File: src/rtl/mc8051_intc.sv
// mc8051_intc: 8051-style interrupt controller.
// Five request sources (INT0, T0, INT1, T1, serial) with per-source enables,
// global EA, edge/level trigger on INT0/INT1, fixed index arbitration and a
// req/ack handshake with the CPU.
// Optional macro INTC_NEST_EN: two priority levels with nesting. When it is
// undefined every source is low priority and any in-service level blocks
// further requests.
module mc8051_intc (
    input  logic       clk,
    input  logic       reset_n,
    input  logic [4:0] i_irq,
    input  logic [7:0] i_ie,
    input  logic [4:0] i_ip,
    input  logic [1:0] i_it,
    output logic       int_req_n,
    output logic [7:0] int_so_num,
    input  logic       int_ack_n,
    input  logic       int_reti,
    output logic [4:0] o_pending,
    output logic [1:0] o_isr_lvl
);

    typedef enum logic [1:0] {IDLE, REQ, ACKW} state_t;

    state_t     state;
    logic [1:0] irq_hist;    // previous i_irq for INT0 / INT1
    logic [1:0] edge_flag;   // latched edge pending for INT0 / INT1
    logic [1:0] isr;         // in-service: [1] high, [0] low
    logic       win_hi_q;    // priority of the request currently presented

    logic [1:0] rise;
    logic [1:0] edge_clr;
    logic [4:0] pend;
    logic [4:0] prio;
    logic [4:0] en;
    logic [4:0] cand_hi;
    logic [4:0] cand_lo;
    logic       allow_hi;
    logic       allow_lo;
    logic [2:0] win_idx;
    logic       win_hi;
    logic       found;
    logic       eligible;
    logic       ack_fire;
    logic [1:0] isr_nxt;
    logic       unused_bits;

`ifdef INTC_NEST_EN
    assign prio        = i_ip;
    assign allow_hi    = ~isr[1];
    assign allow_lo    = ~isr[1] & ~isr[0];
    assign o_isr_lvl   = isr;
    assign unused_bits = ^i_ie[6:5];
`else
    assign prio        = '0;
    assign allow_hi    = ~(|isr);
    assign allow_lo    = ~(|isr);
    assign o_isr_lvl   = {1'b0, isr[0]};
    assign unused_bits = ^{i_ie[6:5], i_ip};
`endif

    assign rise = {i_irq[2], i_irq[0]} & ~irq_hist;

    assign pend = {i_irq[4],
                   i_irq[3],
                   i_it[1] ? edge_flag[1] : i_irq[2],
                   i_irq[1],
                   i_it[0] ? edge_flag[0] : i_irq[0]};

    assign o_pending = pend;

    assign en      = pend & i_ie[4:0] & {5{i_ie[7]}};
    assign cand_hi = allow_hi ? (en & prio)  : '0;
    assign cand_lo = allow_lo ? (en & ~prio) : '0;

    assign eligible = (|cand_hi) | (|cand_lo);
    assign ack_fire = (state == REQ) && !int_ack_n;

    // Edge flags of the acknowledged winner are consumed on the ack cycle
    assign edge_clr[0] = ack_fire && (int_so_num[2:0] == 3'd0) && i_it[0];
    assign edge_clr[1] = ack_fire && (int_so_num[2:0] == 3'd2) && i_it[1];

    // Winner: any high candidate first, then lowest index within the level
    always_comb begin
        win_idx = '0;
        win_hi  = 1'b0;
        found   = 1'b0;
        for (int unsigned i = 0; i < 5; i++) begin
            if (cand_hi[i] && !found) begin
                win_idx = 3'(i);
                win_hi  = 1'b1;
                found   = 1'b1;
            end
        end
        for (int unsigned i = 0; i < 5; i++) begin
            if (cand_lo[i] && !found) begin
                win_idx = 3'(i);
                win_hi  = 1'b0;
                found   = 1'b1;
            end
        end
    end

    // In-service update: reti clears the top level before ack sets the new one
    always_comb begin
        isr_nxt = isr;
        if (int_reti) begin
            if (isr[1]) isr_nxt[1] = 1'b0;
            else        isr_nxt[0] = 1'b0;
        end
        if (ack_fire) begin
            if (win_hi_q) isr_nxt[1] = 1'b1;
            else          isr_nxt[0] = 1'b1;
        end
    end

    // Edge detection; a new edge on the ack cycle wins over the clear
    always_ff @(posedge clk or negedge reset_n) begin
        if (!reset_n) begin
            irq_hist  <= '0;
            edge_flag <= '0;
        end else begin
            irq_hist     <= {i_irq[2], i_irq[0]};
            edge_flag[0] <= i_it[0] ? ((edge_flag[0] & ~edge_clr[0]) | rise[0]) : 1'b0;
            edge_flag[1] <= i_it[1] ? ((edge_flag[1] & ~edge_clr[1]) | rise[1]) : 1'b0;
        end
    end

    // In-service level register
    always_ff @(posedge clk or negedge reset_n) begin
        if (!reset_n) isr <= '0;
        else          isr <= isr_nxt;
    end

    // Request/acknowledge handshake with registered outputs
    always_ff @(posedge clk or negedge reset_n) begin
        if (!reset_n) begin
            state      <= IDLE;
            int_req_n  <= 1'b1;
            int_so_num <= '0;
            win_hi_q   <= 1'b0;
        end else begin
            case (state)
                IDLE: begin
                    if (eligible) begin
                        state      <= REQ;
                        int_req_n  <= 1'b0;
                        int_so_num <= {5'd0, win_idx};
                        win_hi_q   <= win_hi;
                    end
                end
                REQ: begin
                    if (!int_ack_n) begin
                        state     <= ACKW;
                        int_req_n <= 1'b1;
                    end
                end
                ACKW: begin
                    if (int_ack_n) state <= IDLE;
                end
                default: begin
                    state     <= IDLE;
                    int_req_n <= 1'b1;
                end
            endcase
        end
    end

endmodule

File: config.mk
export PLATFORM = sky130hd
export DESIGN_NAME = mc8051_intc
export DESIGN_NICKNAME = d
export VERILOG_FILES = /design/src/rtl/mc8051_intc.sv
export SDC_FILE = /design/constraint.sdc
export NUM_CORES = 1
export LEC_CHECK = 0
export BUFFER_PORTS_ARGS = -buffer_cell sky130_fd_sc_hd__buf_2
export CAP_MARGIN = 20
export CORE_MARGIN = 4
export CORE_UTILIZATION = 41
export CTS_CLUSTER_DIAMETER = 60
export DETAILED_ROUTE_END_ITERATION = 7
export PLACE_DENSITY = 0.89
export RECOVER_POWER = 50
export SKIP_CTS_REPAIR_TIMING = 1
export SYNTH_ARGS = -nofsm -noshare
export SYNTH_HDL_FRONTEND = slang
export SYNTH_SLANG_ARGS = --single-unit
File: constraint.sdc
create_clock -name clk -period 1.7 [get_ports clk]
set_input_delay 0.34 -clock clk [delete_from_list [all_inputs] [get_ports clk]]
set_output_delay 0.34 -clock clk [all_outputs]
set_load 0.01 [all_outputs]
==> flow_metrics.env, run 1 <==
export IMPL_drive_gt1_frac=0.330
export IMPL_syn_instance_count=68
export IMPL_htreeDepth=1
export IMPL_insertion_delay_ns=0.27
export IMPL_tns_ns=0
export IMPL_cp_slowest_cell="dfrtp_1"
export IMPL_peakVddDrop_mv=0.786
export IMPL_grt_pass1_wl_microns=2360
export IMPL_max_slew_margin_rel=0.608
export IMPL_powerDensity_nw_per_um2=1340
export IMPL_remaining_drc_errors=0
export IMPL_wl_met3_microns=119
export IMPL_start_util=0.436
export IMPL_finalCritPeriodShare=0.876
export IMPL_top_layer="met4"
export IMPL_worst_pin_slew_ns=0.588
export IMPL_hold_violations=0
export IMPL_synth_warnings=0
export IMPL_run_status="complete, no violations"
export IMPL_finalSetupViolCount=0
export IMPL_die_area_sq_um=2310
export IMPL_drt_total_wl_microns=1490
export IMPL_fin_worst_skew_ns=0.00509
export IMPL_numPortBuffers=26
export IMPL_hold_path_class="primary input to register"
export IMPL_min_period_ns=1.49
export IMPL_grt_ovfl_total=0
export IMPL_required_ns=1.36
export IMPL_worstSetupEndpointType="output pin"
export IMPL_drt_met1_wl_microns=600
export IMPL_finalPower_mw=1.05
export IMPL_fmax_mhz=672
export IMPL_ys_ff_latch=11
export IMPL_area_delta_synth_final_pct=20.2
export IMPL_io_pins=40
export IMPL_worstSetupStartpoint="edge_flag[0]"
export IMPL_wl_met2_microns=752
export IMPL_ys_types=31
export IMPL_routedWlPerCell_microns=13.5
export IMPL_syn_area_sq_um=657
export IMPL_grt_pass1_vias=547
export IMPL_leakage_nw=0.392
export IMPL_slew_violations=0
export IMPL_worstSetupPathType="register to output pin"
export IMPL_ys_seq_area_frac=0.421
export IMPL_vias=597
export IMPL_chipHeight_microns=48.0
export IMPL_die_x_microns=48.0
export IMPL_row_count=14
export IMPL_cts_buffer_depth=2
export IMPL_syn_area_per_cell_sq_um=9.66
export IMPL_final_nets=119
export IMPL_core_area_sq_um=1510
export IMPL_worstPathCellList="mux2i_2, inv_1, buf_2"
export IMPL_crit_path_max_incr_delay_ns=0.38
export IMPL_clkTransAtPathRegs_ns=0.06
export IMPL_grtUsageTotal=0.149
export IMPL_grt_max_degree=12
export IMPL_ant_nets=0
export IMPL_arrival_ns=1.15
export IMPL_rsz0062_at_grt="no"
export IMPL_viasPerCell=5.43
export IMPL_r2r_start="isr[0]"
export IMPL_start_kind="register"
export IMPL_drtIter0Drc=14
export IMPL_cts_tree="yes"
export IMPL_antenna_found_initial=0
export IMPL_min_from="i_irq[2]"
export IMPL_cts_root_buf="clkbuf_4"
export IMPL_dr_pass1_iters=4
export IMPL_dp_hpwl_microns=1200
export IMPL_cts_made_buffers=3
export IMPL_maxCapViolCount=0
export IMPL_worst_path_max_fanout=5
export IMPL_cts_sinks=11
export IMPL_n_antenna_cell=0
export IMPL_routabilityCongestion=0.842
logic make-up after synthesis:
logic type,synth area share
AO/OA/AOI/OAI,0.246
XOR/XNOR,0.0133
buffers and inverters,0.131
flip-flops,0.421
other,0.00571
multiplexers,0.0381
AND/OR/NAND/NOR,0.145
layout make-up:
class / instances / area, sq um
Clock buffer: 4 / 26.3
Sequential cell: 11 / 277
Multi-Input combinational cell: 48 / 317
Fill cell: 150 / 717
Inverter: 4 / 15.0
Tap cell: 16 / 20.0
Timing Repair Buffer: 27 / 135
worst max-delay path: cells and delay by family, from the launching register on:
| family | cells | cell delay (ns) |
|---|---|---|
| buffers and inverters | 2 | 0.20 |
| flip-flops | 1 | 0.38 |
| multiplexers | 1 | 0.30 |
cell usage after synthesis:
cell type / instances / share of area
clkbuf_1: 1 / 0.0057
a21boi_1: 2 / 0.023
inv_1: 4 / 0.023
a41o_1: 1 / 0.015
o21ai_1: 2 / 0.015
dfrtp_1: 10 / 0.38
a32oi_1: 1 / 0.013
o311a_1: 1 / 0.015
nor3_1: 1 / 0.0076
a31oi_1: 2 / 0.019
o31a_1: 1 / 0.013
o32ai_1: 1 / 0.013
a21o_1: 1 / 0.011
o41ai_1: 1 / 0.013
buf_4: 9 / 0.10
o21ai_0: 4 / 0.030
nand2b_1: 3 / 0.029
or4_4: 1 / 0.017
a22oi_4: 1 / 0.032
a211oi_1: 1 / 0.011
o22ai_1: 2 / 0.019
conb_1: 1 / 0.0057
mux2i_1: 1 / 0.015
xnor2_1: 1 / 0.013
nand2_1: 4 / 0.023
nand3b_1: 1 / 0.011
mux2_4: 1 / 0.023
nand2b_2: 1 / 0.013
nor2_1: 6 / 0.034
nor2b_1: 1 / 0.0095
dfstp_2: 1 / 0.040
stage by stage:
step / hold WS, ns / setup slack, ns / area [sq um] / util / std cells
3_5_place_dp: 0.223 / 0.215 / 754 / 0.501 / 105
2_1_floorplan: 0.0444 / 0.393 / 676 / - / 73
6_report: 0.223 / 0.211 / 790 / 0.524 / 110
3_3_place_gp: 0.216 / 0.255 / 754 / 0.501 / 105
4_1_cts: -0.0689 / 0.128 / 781 / 0.518 / 109
5_1_grt: 0.226 / 0.122 / 790 / 0.524 / 110
per-layer routing:
layer / vias to the layer above / GRT usage
met2: 27 / 0.272
li1: 283 / -
met4: 0 / 0.0645
met5: - / 0
met3: 2 / 0.0263
met1: 285 / 0.167
worst paths after layout:
check                                 to  slack [ns]  cells after the start
max                         o_pending[0]        0.21                      3
min                          irq_hist[1]        0.22                      1
max reg2reg                int_so_num[1]        0.32                      4
min reg2reg                 edge_flag[1]        0.50                      2
max in group asynchronous  int_so_num[0]        0.73                      2
min in group asynchronous       state[1]        0.58                      2
power breakdown:
part           switching [mW]  internal (mW)
Combinational           0.213          0.197
Clock                  0.0837         0.0908
Sequential              0.114          0.357
Total                   0.410          0.644
cell usage in the layout (no fill, tap or decap), types with 2 or more instances in the layout:
cell type | Yosys | routed
nand2_1 | 4 | 4
nand2b_1 | 3 | 3
inv_1 | 4 | 4
o22ai_1 | 2 | 2
clkbuf_1 | 1 | 5
a21boi_1 | 2 | 2
buf_2 | 0 | 22
o21ai_0 | 4 | 4
o21ai_1 | 2 | 2
nor2_1 | 6 | 6
dfrtp_1 | 10 | 10
conb_1 | 1 | 6
clkbuf_4 | 0 | 3
a31oi_1 | 2 | 2
flip-flops by register name (all words and copies together) (netlist names):
signal      count
isr             1
int_req_n       1
irq_hist        2
edge_flag       2
state           2
int_so_num      3
Power figures use the tool's default switching activity.
==> run 2, diff against run 1 <==
--- a/config.mk
+++ b/config.mk
@@ -7,12 +7,15 @@
 export LEC_CHECK = 0
 export BUFFER_PORTS_ARGS = -buffer_cell sky130_fd_sc_hd__buf_2
 export CAP_MARGIN = 20
+export CELL_PAD_IN_SITES_DETAIL_PLACEMENT = 0
+export CELL_PAD_IN_SITES_GLOBAL_PLACEMENT = 2
 export CORE_MARGIN = 4
-export CORE_UTILIZATION = 41
+export CORE_UTILIZATION = 22
 export CTS_CLUSTER_DIAMETER = 60
 export DETAILED_ROUTE_END_ITERATION = 7
-export PLACE_DENSITY = 0.89
+export PLACE_DENSITY = 0.87
 export RECOVER_POWER = 50
+export SETUP_SLACK_MARGIN = 0.4
 export SKIP_CTS_REPAIR_TIMING = 1
 export SYNTH_ARGS = -nofsm -noshare
 export SYNTH_HDL_FRONTEND = slang
==> run 2 against run 1 <==
Effect of this change:
- sequential power about the same
- hold slack better by 0.0039 ns
- maximum frequency up 6.1%
- largest cell class unchanged
- clock skew down 0.0046 ns
- utilization down 19 points
- highest routed layer is now met3
==> flow_metrics.env, run 2 (same netlist as run 1, synthesis figures left out) <==
export IMPL_cts_root_buf="clkbuf_4"
export IMPL_arrival_ns=1.06
export IMPL_worstSetupEndpointType="output pin"
export IMPL_required_ns=1.36
export IMPL_final_nets=130
export IMPL_tns_ns=0
export IMPL_top_layer="met3"
export IMPL_slew_violations=0
export IMPL_dp_cells=120
export IMPL_peakVddDrop_mv=0.495
export IMPL_wl_met3_microns=166
export IMPL_grt_ovfl_total=0
export IMPL_cts_tree="yes"
export IMPL_wl_met2_microns=835
export IMPL_finalPower_mw=1.25
export IMPL_finalSetupViolCount=0
export IMPL_r2r_start="edge_flag[1]"
export IMPL_die_area_sq_um=3920
export IMPL_worstSetupStartpoint="edge_flag[1]"
export IMPL_hold_slack_ns=0.227
export IMPL_cts_made_buffers=3
export IMPL_leakage_nw=0.458
export IMPL_worst_pin_slew_ns=0.597
export IMPL_cts_sinks=11
export IMPL_drt_total_wl_microns=1660
export IMPL_finalCritPeriodShare=0.825
export IMPL_htreeDepth=1
export IMPL_worstPathCellList="mux2_4, buf_6"
export IMPL_antenna_found_initial=0
export IMPL_final_area_sq_um=948
export IMPL_fmax_mhz=713
export IMPL_hold_violations=0
export IMPL_n_antenna_cell=0
export IMPL_dr_pass1_iters=4
export IMPL_chipHeight_microns=62.6
export IMPL_min_period_ns=1.40
export IMPL_max_slew_margin_rel=0.602
export IMPL_rsz0062_at_grt="yes"
export IMPL_dp_hpwl_microns=1270
export IMPL_routabilityCongestion=0.848
export IMPL_area_delta_synth_final_pct=44.4
export IMPL_nFillCells=307
export IMPL_fin_cells=136
export IMPL_clkTransAtPathRegs_ns=0.06
export IMPL_powerDensity_nw_per_um2=1320
export IMPL_worst_r2r_setup_slack_ns=0.31
export IMPL_dp_slack_ns=0.239
export IMPL_grt_pass1_wl_microns=2590
export IMPL_largest_reg_flops=3
export IMPL_setup_slack_ns=0.297
export IMPL_insertion_delay_ns=0.26
export IMPL_grtUsageTotal=0.0817
export IMPL_ff2ff_path_depth=4
export IMPL_maxCapViolCount=0
export IMPL_run_status="complete, no violations"
export IMPL_row_count=19
export IMPL_numPortBuffers=26
export IMPL_hold_path_class="primary input to register"
export IMPL_dpl_instance_area_sq_um=773
export IMPL_io_pins=40
export IMPL_crit_path_max_incr_delay_ns=0.38
export IMPL_routedWlPerCell_microns=12.2
export IMPL_drtIter0Drc=11
export IMPL_drive_gt1_frac=0.467
export IMPL_r2r_end="state[0]"
export IMPL_regMostFlops="int_so_num"
export IMPL_core_area_sq_um=2810
export IMPL_fin_worst_skew_ns=0.000501
export IMPL_cts_buffer_depth=2
export IMPL_worst_path_max_fanout=3
export IMPL_viasPerCell=4.57
export IMPL_final_common_cell="buf_2"
export IMPL_start_kind="register"
export IMPL_worstSetupPathType="register to output pin"
export IMPL_cp_slowest_cell="dfrtp_1"
export IMPL_worstHoldPathCells=1
export IMPL_start_util=0.234
export IMPL_grt_pass1_vias=566
export IMPL_min_from="i_irq[2]"
export IMPL_whs_endpoint="irq_hist[1]"
export IMPL_drt_met1_wl_microns=659
export IMPL_vias=622
export IMPL_remaining_drc_errors=0
export IMPL_die_x_microns=62.6
export IMPL_grt_max_degree=12
export IMPL_mostFrequentLayoutCells="buf_2, buf_4, dfrtp_1"
export IMPL_ant_nets=0
export IMPL_utilization=0.338
run 2: power breakdown:
part / switching [mW] / internal (mW)
clock: 0.0798 / 0.0906
combinational: 0.269 / 0.340
sequential: 0.110 / 0.359
total: 0.459 / 0.790
run 2: worst max path at each step:
stage                         endpoint  slack [ns]  cells past startpoint
final                     o_pending[2]        0.30                      2
after global routing          state[0]        0.26                      4
after CTS                 o_pending[0]        0.11                      3
after detailed placement      state[0]        0.24                      5
after global placement        state[0]        0.23                      5
after floorplan               state[0]        0.40                      4
run 2: layout make-up:
type	count	area [sq um]	share of cell area
clock buffer	4	26.3	0.0277
tap	31	38.8	0.0409
sequential	11	278	0.293
timing repair buffer	38	226	0.239
inverter	4	15.0	0.0158
multi-input combinational	48	364	0.384
run 2: critical path: cells and delay by family (launching register included):
family,cells,cell delay [ns]
muxes,1,0.29
DFF,1,0.38
buffers and inverters,1,0.13
run 2: per-layer routing:
layer,GRT usage,up-vias
li1,-,303
met1,0.0963,292
met2,0.129,27
met3,0.0522,0
met4,0.00826,0
met5,0,-
==> run 3, diff against run 2 <==
--- a/config.mk
+++ b/config.mk
@@ -5,12 +5,13 @@
 export SDC_FILE = /design/constraint.sdc
 export NUM_CORES = 1
 export LEC_CHECK = 0
+export ABC_AREA = 1
 export BUFFER_PORTS_ARGS = -buffer_cell sky130_fd_sc_hd__buf_2
 export CAP_MARGIN = 20
 export CELL_PAD_IN_SITES_DETAIL_PLACEMENT = 0
 export CELL_PAD_IN_SITES_GLOBAL_PLACEMENT = 2
 export CORE_MARGIN = 4
-export CORE_UTILIZATION = 22
+export CORE_UTILIZATION = 20
 export CTS_CLUSTER_DIAMETER = 60
 export DETAILED_ROUTE_END_ITERATION = 7
 export PLACE_DENSITY = 0.87
==> constraint.sdc (replaced) <==
create_clock -name clk -period 1.3 [get_ports clk]
set_input_delay 0.26 -clock clk [delete_from_list [all_inputs] [get_ports clk]]
set_output_delay 0.26 -clock clk [all_outputs]
set_load 0.01 [all_outputs]
==> run 3 against run 2 <==
Effect of this change:
- wire length down 14%
- global-route usage is 0.52 points lower
- cell area down 0.92%
- critical path depth grew 1
- combinational power up 13%
- sequential cell count unchanged
- utilization fell by 3.0 points
- sequential share of layout area up 0.14 points
- total power is 16% higher
- hold slack got worse by 0.087 ns
- critical endpoint is now o_pending[0]
- via count is 4.5% lower
- largest cell class unchanged
==> flow_metrics.env, run 3 <==
export IMPL_fin_worst_skew_ns=0.00254
export IMPL_arrival_ns=0.91
export IMPL_dp_cells=148
export IMPL_worst_pin_slew_ns=0.616
export IMPL_cts_buffer_depth=2
export IMPL_routabilityCongestion=0.714
export IMPL_leakage_nw=0.495
export IMPL_worstSetupPathType="register to output pin"
export IMPL_ys_types=19
export IMPL_worstSetupEndpointType="output pin"
export IMPL_final_area_sq_um=940
export IMPL_die_x_microns=64.3
export IMPL_syn_area_sq_um=633
export IMPL_synth_most_common_cell="nand2_1"
export IMPL_grt_pass1_vias=568
export IMPL_finalSetupViolCount=0
export IMPL_hold_path_class="primary input to register"
export IMPL_largest_reg_flops=3
export IMPL_io_pins=40
export IMPL_n_antenna_cell=0
export IMPL_syn_area_per_cell_sq_um=7.72
export IMPL_tns_ns=0
export IMPL_finalCritPeriodShare=0.903
export IMPL_synth_top_area_frac=0.395
export IMPL_worst_path_max_fanout=3
export IMPL_synth_warnings=0
export IMPL_hold_slack_ns=0.140
export IMPL_cts_tree="yes"
export IMPL_core_area_sq_um=3050
export IMPL_syn_instance_count=82
export IMPL_utilization=0.308
export IMPL_yosys_area_top_type="dfrtp_1"
export IMPL_vias=594
export IMPL_maxCapViolCount=0
export IMPL_synthArstFlopShare=1.00
export IMPL_dp_slack_ns=0.177
export IMPL_htreeDepth=1
export IMPL_start_util=0.207
export IMPL_drive_gt1_frac=0.444
export IMPL_finalPower_mw=1.45
export IMPL_ys_seq_area_frac=0.437
export IMPL_ant_nets=0
export IMPL_fmax_mhz=852
export IMPL_grt_max_degree=12
export IMPL_max_slew_margin_rel=0.590
export IMPL_viasPerCell=3.69
export IMPL_grt_pass1_wl_microns=2410
export IMPL_rsz0062_at_grt="yes"
export IMPL_required_ns=1.04
export IMPL_regMostFlops="int_so_num"
export IMPL_routedWlPerCell_microns=8.84
export IMPL_clkTransAtPathRegs_ns=0.06
export IMPL_run_status="complete, no violations"
export IMPL_drt_total_wl_microns=1420
export IMPL_cts_root_buf="clkbuf_4"
export IMPL_ys_top_cells_by_count="nand2_1, dfrtp_1, nor2_1"
export IMPL_area_delta_synth_final_pct=48.4
export IMPL_row_count=20
export IMPL_slew_violations=0
export IMPL_powerDensity_nw_per_um2=1550
export IMPL_chipHeight_microns=64.3
export IMPL_cts_sinks=11
export IMPL_grtUsageTotal=0.0765
export IMPL_die_area_sq_um=4130
export IMPL_peakVddDrop_mv=0.401
export IMPL_drtIter0Drc=2
export IMPL_start_kind="register"
export IMPL_cts_made_buffers=3
export IMPL_antenna_found_initial=0
export IMPL_synth_edf_count=0
export IMPL_hold_violations=0
export IMPL_final_nets=142
export IMPL_mostFrequentLayoutCells="nand2_1, buf_2, dfrtp_1"
export IMPL_fin_cells=161
export IMPL_dpl_instance_area_sq_um=805
export IMPL_dr_pass1_iters=4
export IMPL_dp_hpwl_microns=1150
export IMPL_remaining_drc_errors=0
export IMPL_grt_ovfl_total=0
export IMPL_synth_area_leaders="dfrtp_1, nand2_1, buf_4"
export IMPL_setup_slack_ns=0.127
export IMPL_ys_ff_latch=11
export IMPL_numPortBuffers=26
export IMPL_insertion_delay_ns=0.26
export IMPL_min_period_ns=1.17
export IMPL_synth_ff_type="dfrtp_1"
[run 3: final timing paths]
check / start / endpoint / slack (ns) / cells after the start
hold reg to reg: irq_hist[0] / edge_flag[0] / 0.43 / 1
setup / recovery: edge_flag[0] / o_pending[0] / 0.13 / 3
hold / removal: i_irq[2] / irq_hist[1] / 0.14 / 1
setup reg to reg: isr[0] / int_so_num[0] / 0.17 / 8
min in group asynchronous: reset_n / state[0] / 0.52 / 2
max in group asynchronous: reset_n / edge_flag[1] / 0.38 / 2
[run 3: area by class of cell]
class | instances | area (sq um)
repair buffers | 35 | 211
clock buffers | 4 | 26.3
well taps | 44 | 55.1
flip-flops and latches | 11 | 277
multi-input cells | 57 | 333
fillers | 362 | 2110
inverters | 10 | 37.5
[run 3: kinds of logic (layout without fill, tap and decap cells)]
kind of cell	after synthesis	in the layout	share of synthesized area
AOI/OAI and AO/OA	8	8	0.0909
buffers and inverters	19	49	0.166
DFF	11	11	0.437
other	1	6	0.00592
and+or+nand+nor	43	43	0.300
[run 3: power breakdown]
| group | internal, mW | switching (mW) |
|---|---|---|
| clock | 0.119 | 0.106 |
| combinational | 0.323 | 0.363 |
| sequential | 0.461 | 0.0820 |
[run 3: metal layers]
metal | up-vias | global-route usage | wire [microns] | share of wire
li1 | 311 | - | - | -
met1 | 262 | 0.0832 | 587 | 0.41
met2 | 21 | 0.128 | 739 | 0.52
met3 | 0 | 0.0193 | 96 | 0.067
met4 | 0 | 0.0554 | 0 | 0
met5 | - | 0 | 0 | 0
[run 3: critical path: stages, from the launching register on]
cell     delay (ns)
dfrtp_1        0.37
nand2_2        0.09
nand2_4        0.07
buf_6          0.12
